===== src/rtl/usb_utmi_tx_buf.sv =====
// UTMI transmit buffer: byte FIFO between the SIE and a UTMI PHY, with
// threshold/packet-end start, optional 16-bit packing and underrun flushing.
module usb_utmi_tx_buf #(
  parameter int unsigned DATA_W    = 8,
  parameter int unsigned DEPTH     = 16,
  parameter int unsigned START_LVL = 8
) (
  input  logic                     clk,
  input  logic                     rst_n,
  input  logic [7:0]               in_data,
  input  logic                     in_last,
  input  logic                     in_valid,
  output logic                     in_ready,
  output logic [DATA_W-1:0]        utmi_data_in,
  output logic                     utmi_tx_valid,
  output logic                     utmi_tx_validh,
  input  logic                     utmi_tx_ready,
  output logic [$clog2(DEPTH):0]   level,
  output logic                     busy,
  output logic                     underrun
);

  localparam int unsigned AW   = $clog2(DEPTH);
  localparam int unsigned LW   = AW + 1;
  localparam bit          WIDE = (DATA_W == 16);

  typedef enum logic [1:0] {IDLE, SEND, FLUSH} state_e;

  state_e          state_q, state_d;
  logic [8:0]      mem_q [DEPTH];
  logic [AW-1:0]   wr_ptr_q, rd_ptr_q;
  logic [LW-1:0]   level_q, level_d;
  logic [LW-1:0]   last_cnt_q, last_cnt_d;
  logic            in_ready_q;
  logic            underrun_q, underrun_d;
  logic            push;
  logic            last_pop;
  logic [1:0]      pop_n;
  logic [8:0]      head, head2;
  logic            validh_c;

  assign push     = in_valid & in_ready_q;
  assign head     = mem_q[rd_ptr_q];
  assign head2    = mem_q[rd_ptr_q + AW'(1)];
  // A second byte may only ride along if the head byte does not end the packet.
  assign validh_c = WIDE && (state_q == SEND) && !head[8] && (level_q >= LW'(2));

  assign in_ready       = in_ready_q;
  assign utmi_tx_valid  = (state_q == SEND);
  assign utmi_tx_validh = validh_c;
  assign level          = level_q;
  assign busy           = (state_q != IDLE);
  assign underrun       = underrun_q;

  always_comb begin
    utmi_data_in = '0;
    if (state_q == SEND) begin
      utmi_data_in[7:0] = head[7:0];
      if (validh_c) utmi_data_in[DATA_W-1 -: 8] = head2[7:0];
    end
  end

  // Next-state, pop count and underrun detection.
  always_comb begin
    state_d    = state_q;
    pop_n      = 2'd0;
    last_pop   = 1'b0;
    underrun_d = 1'b0;
    case (state_q)
      IDLE: begin
        if ((last_cnt_q != '0) || (level_q >= LW'(START_LVL))) state_d = SEND;
      end
      SEND: begin
        if ((level_q == '0) || (WIDE && (level_q == LW'(1)) && !head[8])) begin
          underrun_d = 1'b1;
          state_d    = FLUSH;
        end else if (utmi_tx_ready) begin
          pop_n = validh_c ? 2'd2 : 2'd1;
          if (validh_c ? head2[8] : head[8]) begin
            last_pop = 1'b1;
            state_d  = IDLE;
          end
        end
      end
      FLUSH: begin
        if (level_q != '0) begin
          pop_n = 2'd1;
          if (head[8]) begin
            last_pop = 1'b1;
            state_d  = IDLE;
          end
        end
      end
      default: state_d = IDLE;
    endcase
  end

  assign level_d    = level_q + LW'(push) - LW'(pop_n);
  assign last_cnt_d = last_cnt_q + LW'(push & in_last) - LW'(last_pop);

  always_ff @(posedge clk or negedge rst_n) begin
    if (!rst_n) begin
      state_q    <= IDLE;
      wr_ptr_q   <= '0;
      rd_ptr_q   <= '0;
      level_q    <= '0;
      last_cnt_q <= '0;
      in_ready_q <= 1'b0;
      underrun_q <= 1'b0;
    end else begin
      state_q    <= state_d;
      if (push) wr_ptr_q <= wr_ptr_q + AW'(1);
      rd_ptr_q   <= rd_ptr_q + AW'(pop_n);
      level_q    <= level_d;
      last_cnt_q <= last_cnt_d;
      in_ready_q <= (level_d != LW'(DEPTH));
      underrun_q <= underrun_d;
    end
  end

  // Storage needs no reset; stale entries are unreachable once pointers clear.
  always_ff @(posedge clk) begin
    if (push) mem_q[wr_ptr_q] <= {in_last, in_data};
  end

endmodule


===== config.mk =====
export PLATFORM = sky130hd
export DESIGN_NAME = usb_utmi_tx_buf
export DESIGN_NICKNAME = d
export VERILOG_FILES = /design/src/rtl/usb_utmi_tx_buf.sv
export SDC_FILE = /design/constraint.sdc
export NUM_CORES = 1
export LEC_CHECK = 0
export BUFFER_PORTS_ARGS = -buffer_cell sky130_fd_sc_hd__buf_2
export CAP_MARGIN = 10
export CORE_UTILIZATION = 55
export DETAILED_ROUTE_END_ITERATION = 12
export HOLD_SLACK_MARGIN = 0.1
export PLACE_DENSITY = 0.75
export SLEW_MARGIN = 20
export SYNTH_ARGS = -nofsm -noshare
export SYNTH_HDL_FRONTEND = slang
export SYNTH_SLANG_ARGS = --single-unit

===== constraint.sdc =====
create_clock -name clk -period 2.58 [get_ports clk]
set_input_delay 0.516 -clock clk [delete_from_list [all_inputs] [get_ports clk]]
set_output_delay 0.516 -clock clk [all_outputs]
set_load 0.02 [all_outputs]

==> out/results.ini <==
[timing]
tightest_slew_ps=666.2
maxSlewViolCount=0
finalSetupViolCount=14
finalClockSkew_ps=10.71
fin_crit_ps=2973
min_period_over_period=1.152
fmax_ghz=0.3364
setup_total_negative_slack_ps=-3736
hold_violations=0
relSlewSlack=0.5558
holdWs_ps=403.8
setup_ws_ps=-393.1
rsz0062_at_grt=true

[synthesis]
async_reset_ff_frac=0.1325
syn_nets=399
synth_top_area_share=0.6216
yosys_register_bits=166
synth_edf_count=144
yosysTopAreaCell=edfxtp_1
ys_seq_area_frac=0.7007
netlist_area_um2=6957
synth_area_leaders=edfxtp_1, mux4_2, dfrtp_1, ha_1, and2_1
synth.distinct_cells=43
avgSynthCellArea_um2=19.32
yosys_warnings=0
syn_inst=360
ys.flop_type=edfxtp_1

[critical_path]
cp_slowest_cell=mux4_2
cp-end-kind=output pin
critical_path_required_ps=2060
worst_r2r_endpoint=last_cnt_q[4]
cp_common_cell=mux4_2
crit_path_max_incr_delay_ps=520
reg2reg_from=rd_ptr_q[0]
arrival_ps=2460
r2r_slack_ps=-370
crit_type=reg2out
worstPathMaxFanout=5
path_cells=buf_8 > buf_12 > mux4_2 > mux4_2 > and2_4 > buf_6
reg2reg_depth=14
startpoint_type=flop

[status]
status=complete, but fails checks
violations=negative setup slack

[placed_design]
gp_congestion=0.8206
port_buffers=29
detailedPlace.worstSlack_ps=-184.9
dpl.hpwl_mm=8.525

[route]
drt_first_pass_iters=5
vias_per_cell=5.754
drt-initial-drc-count=374
vias=3585
wl_mm=13.98
wire_per_inst_um=22.43
drcViolationCount=0
ant_nets=0

[global_route]
grt_pass1_vias=3594
antenna_found_initial=0
grt_max_degree=23
track_usage=0.2354
grt.overflow.total=0
grt_pass1_wl_mm=21.24

[finish]
final_common_cell=edfxtp_1
final-seq-area_um2=4878
drive_gt1_frac=0.4154
most-common-layout-cells=edfxtp_1, mux4_2, buf_4
area_growth_pct=22.18
antenna_cells=0
multiInputGateArea_um2=2078
layout.nets=482
fillers=753

[floorplanning]
chipHeight_um=114.5
chipWidth_um=114.5
start_util=0.5720
core_area_um2=12160
dieArea_um2=13100
ios=31
row_count=40

[power]
p_per_area_nw_per_um2=1247
p_leak_nw=3.087
ir_drop_uv=716.7

[min_path]
hold_class=in2reg
min_from=in_valid
hold_depth=3
whs_endpoint=wr_ptr_q[2]

[clocking]
cts_tree=done
cts_root_buf=clkbuf_16
clk_latency_ps=430
clkTransAtPathRegs_ps=60
clock_sinks=166
cts.htree.levels=4
cts_buffers=17
clk_path_buf_depth=2

[job]
maxCapViolCount=0

-- stage by stage --
step | instance area (µm²) | utilization | cells | total power, mW
after CTS | 8434 | 0.6935 | 620 | 10.45
after global routing | 8499 | 0.6989 | 623 | 11.09
after detailed placement | 7582 | 0.6235 | 581 | 7.273
final | 8499 | 0.6989 | 623 | 10.60
after global placement | 7582 | 0.6235 | 581 | 7.144
after floorplan | 7013 | - | 360 | 6.119
-- logic make-up after synthesis --
family / Yosys count / synth area share
xor gates and xnor gates: 11 / 0.01385
adders and majority gates: 26 / 0.04892
DFF: 166 / 0.7007
AOI/OAI and AO/OA: 18 / 0.01834
buffers and inverters: 36 / 0.02284
other: 1 / 0.0005391
muxes: 45 / 0.1441
and+or+nand+nor: 57 / 0.05072
-- sequential cells by signal, indices dropped and copies added, names as in the netlist --
name        count
mem_q         144
last_cnt_q      5
level           5
rd_ptr_q        4
wr_ptr_q        4
state_q         2
in_ready        1
underrun        1
-- report_power, final --
group | internal (mW) | switching, mW | leakage, nW
registers | 3.37 | 0.249 | 1.56
logic | 2.34 | 2.07 | 1.24
clock network | 1.53 | 1.05 | 0.288
-- per-layer routing --
| metal | global-route usage | share of wire | vias to the layer above |
|---|---|---|---|
| met3 | 0.05188 | 0.058 | 17 |
| met5 | 0 | 0 | - |
| met2 | 0.3725 | 0.51 | 110 |
| met1 | 0.3222 | 0.42 | 1877 |
| met4 | 0.09610 | 0.014 | 0 |
| li1 | - | - | 1581 |
-- what timing repair did --
item | in CTS | in global routing
endpoints found under the hold margin | 22 | 0
gates resized for setup | 46 | 15
pin swaps | 16 | 16
gates cloned | 2 | 0
hold buffers | 1 | 0
buffers inserted | 6 | 5
setup endpoints to repair | 13 | 15
-- worst max-delay path by stage --
stage                      startpoint  slack, ps  depth (start not counted)               to
after global placement     state_q[1]        -80                         13         level[4]
after global routing      rd_ptr_q[0]       -500                         14    last_cnt_q[4]
final                     rd_ptr_q[0]       -390                          6  utmi_data_in[2]
after floorplan           rd_ptr_q[0]        -30                         13    last_cnt_q[4]
after detailed placement  rd_ptr_q[0]       -180                         12    last_cnt_q[4]
after CTS                 rd_ptr_q[0]       -380                          6  utmi_data_in[0]
-- synthesized netlist by cell type, types with 5 or more instances --
| cell | n |
|---|---|
| and2_1 | 23 |
| nor3_1 | 5 |
| ha_1 | 24 |
| and3_1 | 5 |
| mux4_2 | 44 |
| edfxtp_1 | 144 |
| nand3_1 | 5 |
| dfrtp_1 | 22 |
| a21oi_1 | 5 |
| xnor2_1 | 8 |
| inv_1 | 24 |
-- layout make-up --
cell class / instances / area share
clock buffer: 17 / 0.05005
sequential: 166 / 0.5740
clock inverter: 14 / 0.02032
timing repair buffer: 76 / 0.07552
inverter: 24 / 0.01089
tap: 168 / 0.02473
multi-input combinational: 158 / 0.2445
-- critical path, delay by kind of cell, from the launching register on --
family                 cells  cell delay [ps]
buffers and inverters      3              410
flip-flops                 1              420
multiplexers               2             1030
AND/OR/NAND/NOR            1              160
(Power assumes the default switching activity.)
